**config.mk**
```make
export PLATFORM = sky130hd
export DESIGN_NAME = seq_alu_flat
export DESIGN_NICKNAME = d
export VERILOG_FILES = /design/src/rtl/seq_alu_if.sv /design/src/rtl/seq_alu.sv /design/src/flat_wrapper.sv
export SDC_FILE = /design/constraint.sdc
export NUM_CORES = 1
export LEC_CHECK = 0
export CAP_MARGIN = 5
export CELL_PAD_IN_SITES_DETAIL_PLACEMENT = 0
export CELL_PAD_IN_SITES_GLOBAL_PLACEMENT = 2
export CORE_ASPECT_RATIO = 1.4
export CORE_MARGIN = 4
export CORE_UTILIZATION = 36
export DETAILED_ROUTE_END_ITERATION = 16
export PLACE_DENSITY_LB_ADDON = 0.1
export SYNTH_ARGS = -nofsm -noshare
export SYNTH_HDL_FRONTEND = slang
export SYNTH_SLANG_ARGS = --single-unit
```
**constraint.sdc**
```tcl
create_clock -name clk -period 3.8 [get_ports clk]
set_input_delay 1.14 -clock clk [delete_from_list [all_inputs] [get_ports clk]]
set_output_delay 1.14 -clock clk [all_outputs]
set_load 0.02 [all_outputs]
```
**src/rtl/seq_alu_if.sv**
```systemverilog
// Issue/complete bus of the sequential ALU: request operands in, result and flags out.
interface seq_alu_if #(
   parameter int WIDTH    = 16,
   parameter int OP_WIDTH = 4
);
   logic                start;
   logic [OP_WIDTH-1:0] op;
   logic [WIDTH-1:0]    reg1;
   logic [WIDTH-1:0]    reg2;
   logic                ready;
   logic                done;
   logic [WIDTH-1:0]    regOut;
   logic [WIDTH-1:0]    regOutHi;
   logic                flagZero;
   logic                flagCarry;
   logic                flagOvf;
   logic                flagDivZero;
   logic                flagIllegal;

   modport master (
      output start, op, reg1, reg2,
      input  ready, done, regOut, regOutHi,
      input  flagZero, flagCarry, flagOvf, flagDivZero, flagIllegal
   );

   modport slave (
      input  start, op, reg1, reg2,
      output ready, done, regOut, regOutHi,
      output flagZero, flagCarry, flagOvf, flagDivZero, flagIllegal
   );
endinterface

```
**src/rtl/seq_alu.sv**
```systemverilog
// Registered ALU with single-cycle logic/arith/shift ops and iterative
// shift-add MUL / restoring DIVU behind a start/ready/done handshake.
module seq_alu #(
   parameter int WIDTH    = 16,
   parameter int OP_WIDTH = 4
) (
   input  logic        clk,
   input  logic        rst_n,
   seq_alu_if.slave    bus
);
   localparam int SHW = $clog2(WIDTH);

   localparam logic [0:0] S_IDLE = 1'b0;
   localparam logic [0:0] S_BUSY = 1'b1;

   localparam logic [OP_WIDTH-1:0] OP_ADD  = OP_WIDTH'(0);
   localparam logic [OP_WIDTH-1:0] OP_SUB  = OP_WIDTH'(1);
   localparam logic [OP_WIDTH-1:0] OP_AND  = OP_WIDTH'(2);
   localparam logic [OP_WIDTH-1:0] OP_OR   = OP_WIDTH'(3);
   localparam logic [OP_WIDTH-1:0] OP_XOR  = OP_WIDTH'(4);
   localparam logic [OP_WIDTH-1:0] OP_SL   = OP_WIDTH'(5);
   localparam logic [OP_WIDTH-1:0] OP_SR   = OP_WIDTH'(6);
   localparam logic [OP_WIDTH-1:0] OP_SRA  = OP_WIDTH'(7);
   localparam logic [OP_WIDTH-1:0] OP_MUL  = OP_WIDTH'(8);
   localparam logic [OP_WIDTH-1:0] OP_DIVU = OP_WIDTH'(9);

   // flag vector bit positions
   localparam int F_ZERO = 0;
   localparam int F_CARRY = 1;
   localparam int F_OVF = 2;
   localparam int F_DZ = 3;
   localparam int F_ILL = 4;

   logic [0:0]       state_q, state_d;
   logic [SHW-1:0]   cnt_q, cnt_d;
   logic             is_div_q, is_div_d;
   logic [WIDTH-1:0] b_q, b_d;
   logic [WIDTH-1:0] hi_q, hi_d;     // MUL: partial product high / DIVU: remainder
   logic [WIDTH-1:0] lo_q, lo_d;     // MUL: multiplier/product low / DIVU: dividend/quotient
   logic [WIDTH-1:0] res_q, res_d;
   logic [WIDTH-1:0] res_hi_q, res_hi_d;
   logic [4:0]       flags_q, flags_d;
   logic             done_q, done_d;

   // One MUL or DIVU iteration on the {hi, lo} working pair.
   function automatic logic [2*WIDTH-1:0] step(input logic [WIDTH-1:0] hi,
                                               input logic [WIDTH-1:0] lo,
                                               input logic [WIDTH-1:0] b,
                                               input logic is_div);
      logic [WIDTH:0]     acc;
      logic [WIDTH:0]     trial;
      logic [2*WIDTH-1:0] r;
      if (is_div) begin
         // remainder < divisor always, so the dropped acc MSB only matters when trial succeeds
         acc   = {hi, lo[WIDTH-1]};
         trial = acc - {1'b0, b};
         if (!trial[WIDTH]) r = {trial[WIDTH-1:0], lo[WIDTH-2:0], 1'b1};
         else               r = {acc[WIDTH-1:0],   lo[WIDTH-2:0], 1'b0};
      end else begin
         acc = lo[0] ? ({1'b0, hi} + {1'b0, b}) : {1'b0, hi};
         r   = {acc, lo[WIDTH-1:1]};
      end
      return r;
   endfunction

   logic             accept;
   logic             is_multi;
   logic [SHW-1:0]   shamt;
   logic [WIDTH:0]   sum_w, diff_w;
   logic [WIDTH-1:0] sc_res, sc_hi;
   logic [4:0]       sc_flags;
   logic [2*WIDTH-1:0] nxt;

   assign accept = (state_q == S_IDLE) && bus.start;
   assign shamt  = bus.reg2[SHW-1:0];
   assign sum_w  = {1'b0, bus.reg1} + {1'b0, bus.reg2};
   assign diff_w = {1'b0, bus.reg1} - {1'b0, bus.reg2};

   // Single-cycle result and flags from the live request operands.
   always_comb begin
      sc_res   = '0;
      sc_hi    = '0;
      sc_flags = '0;
      is_multi = 1'b0;
      case (bus.op)
         OP_ADD: begin
            sc_res          = sum_w[WIDTH-1:0];
            sc_flags[F_CARRY] = sum_w[WIDTH];
            sc_flags[F_OVF] = (bus.reg1[WIDTH-1] == bus.reg2[WIDTH-1]) &&
                              (sum_w[WIDTH-1] != bus.reg1[WIDTH-1]);
         end
         OP_SUB: begin
            sc_res          = diff_w[WIDTH-1:0];
            sc_flags[F_CARRY] = diff_w[WIDTH];
            sc_flags[F_OVF] = (bus.reg1[WIDTH-1] != bus.reg2[WIDTH-1]) &&
                              (diff_w[WIDTH-1] != bus.reg1[WIDTH-1]);
         end
         OP_AND: sc_res = bus.reg1 & bus.reg2;
         OP_OR:  sc_res = bus.reg1 | bus.reg2;
         OP_XOR: sc_res = bus.reg1 ^ bus.reg2;
         OP_SL:  sc_res = bus.reg1 << shamt;
         OP_SR:  sc_res = bus.reg1 >> shamt;
         OP_SRA: sc_res = WIDTH'($signed(bus.reg1) >>> shamt);
         OP_MUL: is_multi = 1'b1;
         OP_DIVU: begin
            if (bus.reg2 == '0) begin
               sc_res         = '1;
               sc_hi          = bus.reg1;
               sc_flags[F_DZ] = 1'b1;
            end else begin
               is_multi = 1'b1;
            end
         end
         default: sc_flags[F_ILL] = 1'b1;
      endcase
      sc_flags[F_ZERO] = (sc_res == '0);
   end

   // Iteration 0 runs on the accept edge straight from the request operands,
   // so the last iteration lands on the edge when cnt_q reaches WIDTH-2.
   always_comb begin
      if (accept) nxt = step('0, bus.reg1, bus.reg2, bus.op == OP_DIVU);
      else        nxt = step(hi_q, lo_q, b_q, is_div_q);
   end

   // Handshake FSM, iteration bookkeeping and result capture.
   always_comb begin
      state_d  = state_q;
      cnt_d    = cnt_q;
      is_div_d = is_div_q;
      b_d      = b_q;
      hi_d     = hi_q;
      lo_d     = lo_q;
      res_d    = res_q;
      res_hi_d = res_hi_q;
      flags_d  = flags_q;
      done_d   = 1'b0;
      case (state_q)
         S_IDLE: begin
            if (bus.start) begin
               if (is_multi) begin
                  state_d  = S_BUSY;
                  cnt_d    = '0;
                  is_div_d = (bus.op == OP_DIVU);
                  b_d      = bus.reg2;
                  hi_d     = nxt[2*WIDTH-1:WIDTH];
                  lo_d     = nxt[WIDTH-1:0];
               end else begin
                  res_d    = sc_res;
                  res_hi_d = sc_hi;
                  flags_d  = sc_flags;
                  done_d   = 1'b1;
               end
            end
         end
         default: begin
            hi_d  = nxt[2*WIDTH-1:WIDTH];
            lo_d  = nxt[WIDTH-1:0];
            cnt_d = cnt_q + 1'b1;
            if (cnt_q == SHW'(WIDTH - 2)) begin
               // MUL: {hi,lo} is the product; DIVU: hi=remainder, lo=quotient
               state_d          = S_IDLE;
               cnt_d            = '0;
               res_d            = nxt[WIDTH-1:0];
               res_hi_d         = nxt[2*WIDTH-1:WIDTH];
               flags_d          = '0;
               flags_d[F_ZERO]  = (nxt[WIDTH-1:0] == '0);
               done_d           = 1'b1;
            end
         end
      endcase
   end

   // State and datapath registers; reset abandons any operation in flight.
   always_ff @(posedge clk or negedge rst_n) begin
      if (!rst_n) begin
         state_q  <= S_IDLE;
         cnt_q    <= '0;
         is_div_q <= 1'b0;
         b_q      <= '0;
         hi_q     <= '0;
         lo_q     <= '0;
         res_q    <= '0;
         res_hi_q <= '0;
         flags_q  <= '0;
         done_q   <= 1'b0;
      end else begin
         state_q  <= state_d;
         cnt_q    <= cnt_d;
         is_div_q <= is_div_d;
         b_q      <= b_d;
         hi_q     <= hi_d;
         lo_q     <= lo_d;
         res_q    <= res_d;
         res_hi_q <= res_hi_d;
         flags_q  <= flags_d;
         done_q   <= done_d;
      end
   end

   assign bus.ready       = (state_q == S_IDLE);
   assign bus.done        = done_q;
   assign bus.regOut      = res_q;
   assign bus.regOutHi    = res_hi_q;
   assign bus.flagZero    = flags_q[F_ZERO];
   assign bus.flagCarry   = flags_q[F_CARRY];
   assign bus.flagOvf     = flags_q[F_OVF];
   assign bus.flagDivZero = flags_q[F_DZ];
   assign bus.flagIllegal = flags_q[F_ILL];
endmodule

```
**src/flat_wrapper.sv**
```systemverilog
// flat-port wrapper written by rule: the top's interface ports become plain ports
module seq_alu_flat 
#(
   parameter int WIDTH    = 16,
   parameter int OP_WIDTH = 4
)
  (clk, rst_n, bus_start, bus_op, bus_reg1, bus_reg2, bus_ready, bus_done, bus_regOut, bus_regOutHi, bus_flagZero, bus_flagCarry, bus_flagOvf, bus_flagDivZero, bus_flagIllegal);
  seq_alu_if #(.WIDTH(WIDTH), .OP_WIDTH(OP_WIDTH)) bus_i ();
  input  logic clk;
  input  logic rst_n;
  input wire logic [$bits(bus_i.start)-1:0] bus_start;
  input wire logic [$bits(bus_i.op)-1:0] bus_op;
  input wire logic [$bits(bus_i.reg1)-1:0] bus_reg1;
  input wire logic [$bits(bus_i.reg2)-1:0] bus_reg2;
  output wire logic [$bits(bus_i.ready)-1:0] bus_ready;
  output wire logic [$bits(bus_i.done)-1:0] bus_done;
  output wire logic [$bits(bus_i.regOut)-1:0] bus_regOut;
  output wire logic [$bits(bus_i.regOutHi)-1:0] bus_regOutHi;
  output wire logic [$bits(bus_i.flagZero)-1:0] bus_flagZero;
  output wire logic [$bits(bus_i.flagCarry)-1:0] bus_flagCarry;
  output wire logic [$bits(bus_i.flagOvf)-1:0] bus_flagOvf;
  output wire logic [$bits(bus_i.flagDivZero)-1:0] bus_flagDivZero;
  output wire logic [$bits(bus_i.flagIllegal)-1:0] bus_flagIllegal;
  assign bus_i.start = bus_start;
  assign bus_i.op = bus_op;
  assign bus_i.reg1 = bus_reg1;
  assign bus_i.reg2 = bus_reg2;
  assign bus_ready = bus_i.ready;
  assign bus_done = bus_i.done;
  assign bus_regOut = bus_i.regOut;
  assign bus_regOutHi = bus_i.regOutHi;
  assign bus_flagZero = bus_i.flagZero;
  assign bus_flagCarry = bus_i.flagCarry;
  assign bus_flagOvf = bus_i.flagOvf;
  assign bus_flagDivZero = bus_i.flagDivZero;
  assign bus_flagIllegal = bus_i.flagIllegal;
  seq_alu #(.WIDTH(WIDTH), .OP_WIDTH(OP_WIDTH)) u_core (.clk(clk), .rst_n(rst_n), .bus(bus_i));
endmodule
```
==> run metrics, run 1 <==
top_reg_cell synth dfrtp_1; CP Class input pin to flop; highest clock rate ~270 MHz; Clk network pwr share 0.091; leak pwr 0.00729 uW; Initial Util 0.364; ys async rst share 1.00; row count 75; switching pwr about 5000 uW; htree depth 3; post-layout util 0.540; net switching fraction of the power 0.493; final hold vios 0; number of remaining DRC errors 0; min Tclk post-route 3.70 ns; nets@finish ~2000; Core Region about 0.030 mm2; CTS max path bufs 2; post-synthesis sequential area ratio 0.211; RR Endpoint u_core.flags_q[0]$_DFFE_PN0P_; iteration-0 DRC count of the detailed router roughly 810; Reg power frac 0.184; Avg Inst Size Synth between 7 and 8 um2; Clock Skew around 0.013 ns; hold-critical path depth 2; ant diodes 0; Synth-to-Final Area Change 48.2%; Max IR drop VDD about 310 uV; DR vias around 13000; Setup violations, final 0; clk slew on worst S/H paths ~0.080 ns; largest net degree at the start of global routing 45; PwrDens 643 mW/mm2; Pint between 5000 and 6000 uW; Routed wire per std cell 24.5 um; startpoint types input pin; root buffer cell clkbuf_16; TritonCTS buffer count 9; total gr overflow 0; Slew Limit Headroom 0.301; ratio of cells with drive above 1 in the final layout 0.328; final wirelength 55600 um; chip width 155 um; syn_nets ~1600; first-pass GRT wire length 82200 um; Synth Instances between 1000 and 1500; hold_sp u_core.flags_q[3]$_DFFE_PN0P_; reg2reg start u_core.lo_q[15]$_DFFE_PN0P_; Top-Level Pins 78; Register-to-Register Path Depth 13; register bit count reported by yosys slightly above 90; Die ar. roughly 0.033 mm2; IO buf count slightly below 80; antenna-violating nets left 0; GPL Wtd Cong about 1.0; Pins Over Slew Limit 0; post-synth cell types 84; CP arrival roughly 3.9 ns; Comb pwr share 0.725; worst path required time between 4 and 5 ns; Slew @ Worst Pin ~1.0 ns; vias per inst 5.77; area of the mapped netlist approximately 0.011 mm2; worst min path class flop to flop; initial antenna violation count 1; hpwl dp ~46000 um; Max Cap Viol 0; latest clock arrival within the worst-skew pair 0.38 ns; crit-path max FO 5; number of synthesized flops with an enable pin 0; status complete, no violations; GRT Resource Usage Total 0.329; die height 214 um; synth warn 0; hold slack between 0.4 and 0.5 ns; Setup crit end kind flop; clock sink count between 90 and 100; DRT Pass-1 Iters 5; TritonCTS clock tree yes; Worst Hold End u_core.flags_q[3]$_DFFE_PN0P_; Final period util 0.974; FF-to-FF setup slack about 0.31 ns; number of global-route vias before repair between 10000 and 15000
## placed cells by master, fill, tap and decap left out, drive strengths merged, types with 9 or more instances in the layout
master	n
nor3	42
xnor2	20
a22oi	13
nor2b	31
o21ai	108
o21a	9
ha	86
a31oi	24
a21o	12
mux2i	48
a211oi	29
clkbuf	11
nand4	11
o21bai	9
dfrtp	92
buf	431
o22ai	9
nor4	16
nand2	167
o31ai	15
and3	10
or2	10
a221oi	11
nor2	143
or3	13
inv	78
a21oi	124
dlymetal6s2s	12
mux2	25
nand3	38
nand2b	12
clkdlybuf4s50	53
o211ai	25
## cell usage after synthesis, types with 20 or more instances
cell | n | area (um2)
nor2b_1 | 31 | 194
ha_1 | 86 | 1080
dfrtp_1 | 92 | 2300
mux2i_1 | 48 | 480
a31oi_1 | 24 | 150
nor2_1 | 143 | 537
nor3_1 | 41 | 205
nand3_1 | 38 | 190
a211oi_1 | 29 | 218
a21oi_1 | 123 | 616
mux2_2 | 24 | 270
buf_2 | 24 | 120
nand2_1 | 167 | 627
inv_1 | 70 | 263
o211ai_1 | 25 | 188
xnor2_1 | 20 | 175
o21ai_0 | 102 | 510
clkbuf_1 | 66 | 248
## per-stage QoR
stage	instance area [um2]	setup TNS (ns)	total power (uW)	cells	setup WS, ns
detailed placement	15000	-30.50	9180	2229	-0.925
CTS	15800	0	10300	2258	0.00162
floorplan	11000	-0.00503	6460	1463	-0.00503
global placement	15000	-26.53	9110	2229	-0.952
finish	16200	0	10400	2270	0.0984
global route	16200	-0.0845	11200	2270	-0.0461
## worst max-delay path by stage
stage / startpoint / endpoint / slack (ns) / cells after the start
2_1_floorplan: bus_reg2[1] / u_core.bus.regOut[15]$_DFFE_PN0P_ / -0.005 / 14
3_3_place_gp: bus_reg1[0] / u_core.flags_q[0]$_DFFE_PN0P_ / -0.95 / 13
3_5_place_dp: bus_reg1[0] / u_core.flags_q[0]$_DFFE_PN0P_ / -0.92 / 14
4_1_cts: bus_op[1] / u_core.flags_q[0]$_DFFE_PN0P_ / 0.002 / 13
5_1_grt: bus_reg2[10] / u_core.flags_q[0]$_DFFE_PN0P_ / -0.05 / 14
6_report: bus_reg1[8] / u_core.flags_q[0]$_DFFE_PN0P_ / 0.1 / 14
## cells by family (layout without fill, tap and decap cells)
kind of cell / after synthesis / after routing / share of synthesized area
XOR/XNOR: 27 / 27 / 0.0217
buffers and inverters: 179 / 601 / 0.0673
adder cells (fa/ha/maj): 90 / 90 / 0.106
multiplexers: 78 / 78 / 0.0802
flip-flops: 92 / 92 / 0.211
AND/OR/NAND/NOR: 527 / 527 / 0.231
AO/OA/AOI/OAI: 470 / 470 / 0.283
## state kept, by name, summed over array words and instances, names as in the netlist
register and cells:
u_core.b_q 16, u_core.bus.done 1, u_core.bus.regOut 16, u_core.bus.regOutHi 16, u_core.cnt_q 4, u_core.flags_q 5, u_core.hi_q 16, u_core.is_div_q 1
u_core.lo_q 16, u_core.state_q 1
## area by class of cell
cell class                      instances  area (um2)
Multi-Input combinational cell       1192        8540
Inverter                               78         303
Timing Repair Buffer                  507        4220
Tap cell                              385         482
Fill cell                            2969       13800
Clock buffer                            9         225
Sequential cell                        92        2300
Clock inverter                          7        80.1
## power groups by stage
stage               registers, uW  logic [uW]  clock network (uW)
global route                 1980        8230                 992
floorplan                    1970        4480                   0
detailed placement           1920        7260                   0
CTS                          1910        7410                 947
finish                       1910        7540                 942
global placement             1910        7200                   0
## per-layer routing
layer	share of wire	vias to the layer above	track usage
li1	-	6208	-
met1	0.38	6275	0.378
met2	0.50	459	0.585
met3	0.044	164	0.0345
met4	0.076	0	0.206
met5	0	-	0
## repair_timing
item / 4_1_cts / 5_1_grt
pin swaps: 19 / 31
gates resized for setup: 103 / 73
setup buffers: 12 / 12
endpoints found under the setup margin: 33 / 27
gates cloned: 1 / 0
hold buffers: 0 / 0
## critical path, cell delays in order
cell,delay (ns)
dlygate4sd2_1,0.31
buf_4,0.19
buf_4,0.17
ha_1,0.27
nor4_2,0.32
buf_4,0.17
nand4_1,0.15
a211o_1,0.37
or2_2,0.28
a32oi_1,0.17
buf_4,0.17
nor2_1,0.05
nand4_1,0.09
o31ai_1,0.08
No activity file was read; power rests on OpenSTA's default activity.
==> inputs of run 2 (changes only) <==
--- a/config.mk
+++ b/config.mk
@@ -12,7 +12,7 @@
 export CORE_MARGIN = 4
 export CORE_UTILIZATION = 36
 export DETAILED_ROUTE_END_ITERATION = 16
-export PLACE_DENSITY_LB_ADDON = 0.1
+export PLACE_DENSITY = 0.88
 export SYNTH_ARGS = -nofsm -noshare
 export SYNTH_HDL_FRONTEND = slang
 export SYNTH_SLANG_ARGS = --single-unit
==> run 2 against run 1 <==
Against the previous run: core utilization is 1.8 points lower; final area is 3.4% lower; die area stayed put; largest power group unchanged; clock power is 2.9% lower; via count is 1.5% higher; clock skew is 0.0080 ns higher; combinational power is 2% lower; total power is 1.7% lower; hold slack better by 0.012 ns.
==> run metrics, run 2 (synthesis gave the netlist of run 1 again) <==
status complete, no violations; Max Cap Viol 0; worst min path class flop to flop; antenna-violating nets left 0; Synth-to-Final Area Change 43.1%; hold buffer count at CTS 0; hold_sp u_core.bus.regOut[6]$_DFFE_PN0P_; DR vias between 10000 and 15000; fin worst setup slack between 0.007 and 0.008 ns; Register Area ~0.0023 mm2; delay-heaviest family, CP compound AO/OA/AOI/OAI gates; CP Class input pin to flop; Slew @ Worst Pin ~1.1 ns; ratio of cells with drive above 1 in the final layout 0.302; most frequent cells in the layout 354 x buf_4, 165 x nand2_1, 139 x nor2_1; crit-path max FO 5; PwrDens 655 mW/mm2; CP max-delay cell clkdlybuf4s50_1; vias per inst between 6 and 7; GPL Wtd Cong ~1.1; clock sink count 92; IO buf count 77; chip width approximately 160 um; TritonCTS clock tree yes; root buffer cell clkbuf_16; GRT Resource Usage Total 0.297; number of remaining DRC errors 0; Core Region approximately 0.030 mm2; hpwl dp between 40000 and 50000 um; nets@finish ~2000; Slew Limit Headroom 0.282; Die ar. approximately 0.033 mm2; initial antenna violation count 1; Routed wire per std cell ~23 um; final hold vios 0; Setup crit end kind flop; latest clock arrival within the worst-skew pair approximately 0.37 ns; Max IR drop VDD approximately 280 uV; Clock Skew roughly 0.021 ns; largest net degree at the start of global routing 45; area occupied by multi-input gates approximately 0.0084 mm2; final wirelength slightly above 50000 um; Top-Level Pins 78; leak pwr around 0.0070 uW; worst path cell trace clkdlybuf4s50_1 -> mux2_2 -> mux2i_1 -> o21ai_0 -> a31oi_1 -> o211ai_1 -> nor3_2 -> buf_4 -> nor4b_4 -> nand4_1 -> o31ai_2; highest clock rate about 260 MHz; fill cell count between 2000 and 3000; Initial Util 0.364; CTS max path bufs 2; commonest non-fill, non-tap cell in the layout buf_4; min Tclk post-route 3.79 ns; DP Worst Slack -0.770 ns; WP buf/inv 2; met1 GRT Util 0.330; row count 75; GR peak layer met2; TritonCTS buffer count 9; first-pass GRT wire length about 76000 um; RSZ-0062 raised after global routing true; Fin Setup TNS 0 ns; met3 Resource Use GR 0.0333; ant diodes 0; number of global-route vias before repair about 13000; CP peak stage delay 0.59 ns; GRT met2 Usage 0.512; Pins Over Slew Limit 0; Setup violations, final 0; CP arrival roughly 4.1 ns; worst path required time 4.06 ns; startpoint types input pin; reg2reg start u_core.lo_q[15]$_DFFE_PN0P_; Critical Path Source bus_reg1[13]; total gr overflow 0; clk slew on worst S/H paths roughly 0.07 ns; DRT Pass-1 Iters 7; htree depth 3; Final period util 0.998; iteration-0 DRC count of the detailed router roughly 1200; die height 214 um
## run 2: cell types whose count changed in the layout (fill, tap and decap cells not counted), sizes merged
cell and change:
buf -54, dlygate4sd2 -5, clkdlybuf4s50 +3, dlymetal6s2s +3
bufbuf -1, clkbuf -1
## run 2: metrics by stage
step	hold WS, ns	utilization	area [um2]	instances	total power, uW
floorplan	0.451	-	11000	1463	6460
global placement	0.469	0.489	14600	2186	9000
detailed placement	0.469	0.489	14600	2186	9110
CTS	0.485	0.505	15100	2206	10100
global route	0.515	0.521	15600	2215	11000
finish	0.493	0.521	15600	2215	10200
## run 2: area by class of cell
class / count / share of cell area
Timing Repair Buffer: 452 / 0.243
Tap cell: 385 / 0.0309
Multi-Input combinational cell: 1192 / 0.540
Clock inverter: 7 / 0.00417
Inverter: 78 / 0.0192
Sequential cell: 92 / 0.148
Clock buffer: 9 / 0.0144
## run 2: worst reg2reg max path, stage by stage (launching register included)
cell,delay [ns]
dfrtp_1,0.38
inv_1,0.08
ha_1,0.23
fa_1,0.41
nor2b_1,0.18
o31a_1,0.20
o21ai_1,0.16
a21o_1,0.22
a311oi_4,0.48
buf_4,0.27
mux2i_1,0.21
a22oi_1,0.14
a221oi_1,0.43
nor2_1,0.09
## run 2: final timing paths
check / slack [ns] / cells past startpoint / endpoint
max: 0.008 / 11 / u_core.flags_q[0]$_DFFE_PN0P_
min: 0.49 / 1 / u_core.bus.regOut[6]$_DFFE_PN0P_
max reg2reg: 0.20 / 13 / u_core.bus.regOutHi[2]$_DFFE_PN0P_
min reg2reg: 0.49 / 1 / u_core.bus.regOut[6]$_DFFE_PN0P_
max in group asynchronous: 2.22 / 2 / u_core.bus.regOut[13]$_DFFE_PN0P_
min in group asynchronous: 0.77 / 1 / u_core.lo_q[0]$_DFFE_PN0P_
## run 2: power by group
part	switching [uW]	internal, uW
Clock	455	461
Combinational	4050	3320
Sequential	485	1450
Total	4990	5230
## run 2: what timing repair did
item | 4_1_cts | 5_1_grt
setup endpoints to repair | 12 | 16
pin swaps | 15 | 30
buffers inserted | 4 | 9
resized for setup | 43 | 101
## run 2: layer usage
layer | up-vias | routed length, um
met5 | - | 0
met4 | 0 | 4780
met3 | 233 | 3140
met2 | 676 | 24400
met1 | 6293 | 18400
li1 | 6095 | -
==> inputs of run 3 (changes only) <==
--- a/config.mk
+++ b/config.mk
@@ -8,9 +8,10 @@
 export CAP_MARGIN = 5
 export CELL_PAD_IN_SITES_DETAIL_PLACEMENT = 0
 export CELL_PAD_IN_SITES_GLOBAL_PLACEMENT = 2
-export CORE_ASPECT_RATIO = 1.4
+export CORE_ASPECT_RATIO = 1.75
 export CORE_MARGIN = 4
 export CORE_UTILIZATION = 36
+export CTS_CLUSTER_SIZE = 28
 export DETAILED_ROUTE_END_ITERATION = 16
 export PLACE_DENSITY = 0.88
 export SYNTH_ARGS = -nofsm -noshare
==> run 3 against run 2 <==
Against the previous run: largest power group unchanged; core utilization is 0.21 points higher; register-to-register slack better by 0.02 ns; via count is 0.27% higher; hold slack worse by 0.023 ns; clock-buffer cell count is 3 higher; flip-flop and latch count stayed put; wire length is 5.9% higher; non-clock buffer count is 2 higher; setup slack better by 0.031 ns; largest cell class unchanged.
==> run metrics, run 3 (synthesis gave the netlist of run 1 again) <==
FF-to-FF setup slack 0.22 ns; Max IR drop VDD 495 uV; Setup violations, final 0; root buffer cell clkbuf_16; highest clock rate between 200 and 300 MHz; latest clock arrival within the worst-skew pair around 0.37 ns; CTS max path bufs 2; status complete, no violations; final wirelength 53700 um; Placed Area about 0.015 mm2; Die ar. 0.0332 mm2; worst min path class flop to flop; row count 84; CP max-delay cell clkdlybuf4s50_1; IO buf count 77; min Tclk post-route ~3.8 ns; fill cell count a little under 3000; Clk network pwr share 0.085; Worst Hold End u_core.flags_q[3]$_DFFE_PN0P_; CP arrival between 4 and 5 ns; leak pwr 0.00704 uW; Design Power 10200 uW; vias per inst approximately 6; crit-path max FO 6; GRT Resource Usage Total 0.313; net switching fraction of the power 0.489; Register-to-Register Path Depth 15; clk slew on worst S/H paths ~0.07 ns; largest net degree at the start of global routing just over 90; antenna-violating nets left 0; GPL Wtd Cong ~1.2; switching pwr about 5000 uW; WP buf/inv 3; final hold vios 0; TritonCTS buffer count 9; CP peak stage delay around 0.42 ns; PwrDens 652 mW/mm2; chip width around 140 um; commonest non-fill, non-tap cell in the layout buf_4; most frequent cells in the layout 345 x buf_4, 167 x nand2_1, 142 x nor2_1; RR Endpoint u_core.flags_q[0]$_DFFE_PN0P_; hold_sp u_core.flags_q[3]$_DFFE_PN0P_; Slew Limit Headroom 0.374; ant diodes 0; delay-heaviest family, CP simple AND/OR/NAND/NOR gates; nets@finish around 2000; Max Cap Viol 0; reg2reg start u_core.lo_q[15]$_DFFE_PN0P_; post-layout instance area 0.0157 mm2; Final period util 0.990; worst path required time between 4 and 5 ns; RSZ-0062 raised after global routing true; startpoint types input pin; Pins Over Slew Limit 0; number of global-route vias before repair about 13000; Initial Util 0.364; ratio of cells with drive above 1 in the final layout 0.298; initial antenna violation count 2; worst path cell trace clkdlybuf4s50_1 -> buf_6 -> buf_4 -> mux2_2 -> a22o_1 -> a32o_2 -> nor4_4 -> nand4b_1 -> nor4b_2 -> nand4_1 -> o31ai_2; die height around 240 um; Pint 5220 uW; DRT Pass-1 Iters 6; Top-Level Pins 78; total gr overflow 0; first-pass GRT wire length about 79000 um; Synth-to-Final Area Change 43.8%; number of remaining DRC errors 0; hold-critical path depth 2; clock sink count 92; iteration-0 DRC count of the detailed router 1272; Comb pwr share 0.726; DR vias 13300; Core Region between 0.02 and 0.03 mm2; Routed wire per std cell between 20 and 25 um; CP Class input pin to flop; htree depth 3; Reg power frac 0.190; TritonCTS clock tree yes; hpwl dp roughly 42000 um; Setup crit end kind flop; Slew @ Worst Pin 0.931 ns; Clock Skew approximately 0.011 ns
## run 3: cell count changes in the layout (fill, tap and decap cells not counted), moves of 3 or more
cell / change
nor2_1: +3
buf_4: -9
mux2_4: +3
a2111oi_2: -3
ha_1: +3
buf_12: +4
nor4_2: -3
dlymetal6s2s_1: -3
buf_6: +6
## run 3: worst reg2reg max path, delay by kind of cell (launching register included)
family	cells	cell delay, ns
AOI/OAI and AO/OA	7	1.36
and+or+nand+nor	2	0.50
buffers and inverters	4	0.60
adders and majority gates	2	0.68
DFF	1	0.36
## run 3: how the worst max path moves through the flow
stage	cells after the start	to	from
2_1_floorplan	14	u_core.bus.regOut[15]$_DFFE_PN0P_	bus_reg2[1]
3_3_place_gp	13	u_core.flags_q[0]$_DFFE_PN0P_	bus_reg2[0]
3_5_place_dp	13	u_core.flags_q[0]$_DFFE_PN0P_	bus_reg2[0]
4_1_cts	14	u_core.flags_q[0]$_DFFE_PN0P_	bus_reg1[3]
5_1_grt	11	u_core.flags_q[0]$_DFFE_PN0P_	bus_reg1[7]
6_report	11	u_core.flags_q[0]$_DFFE_PN0P_	bus_reg1[7]
## run 3: cell type report
| class | count | area, um2 | area share |
|---|---|---|---|
| Clock buffer | 12 | 246 | 0.0157 |
| Clock inverter | 4 | 25.0 | 0.00160 |
| Inverter | 78 | 300 | 0.0192 |
| Multi-Input combinational cell | 1192 | 8450 | 0.539 |
| Sequential cell | 92 | 2300 | 0.147 |
| Tap cell | 387 | 484 | 0.0309 |
| Timing Repair Buffer | 454 | 3860 | 0.246 |
## run 3: through the flow
stage / cells / setup slack [ns] / util / TNS (ns) / hold slack, ns
floorplan: 1463 / -0.00503 / - / -0.00503 / 0.451
global placement: 2177 / -0.717 / 0.487 / -12.73 / 0.456
detailed placement: 2177 / -0.793 / 0.487 / -14.87 / 0.461
CTS: 2205 / -0.0254 / 0.504 / -0.0254 / 0.480
global route: 2219 / -0.0261 / 0.523 / -0.0273 / 0.518
finish: 2219 / 0.0392 / 0.523 / 0 / 0.470
## run 3: what timing repair did
action | in CTS | in global routing
hold buffers | 0 | 0
gates resized for setup | 43 | 112
pin swaps | 14 | 30
hold endpoints to repair | 0 | 0
setup endpoints to repair | 12 | 15
gates cloned | 0 | 1
setup buffers | 12 | 13
## run 3: per-layer routing
| layer | up-vias | part of all wire | global-route usage |
|---|---|---|---|
| met4 | 2 | 0.10 | 0.241 |
| met1 | 6289 | 0.34 | 0.327 |
| met2 | 670 | 0.49 | 0.555 |
| met3 | 266 | 0.068 | 0.0513 |
| li1 | 6106 | - | - |
| met5 | - | 0.00026 | 0 |
## run 3: power groups by stage
stage / logic, uW / clock network, uW / registers, uW
2_1_floorplan: 4480 / 0 / 1970
3_5_place_dp: 7150 / 0 / 1930
6_report: 7410 / 866 / 1940
3_3_place_gp: 7050 / 0 / 1920
4_1_cts: 7240 / 876 / 1920
5_1_grt: 8050 / 911 / 2000
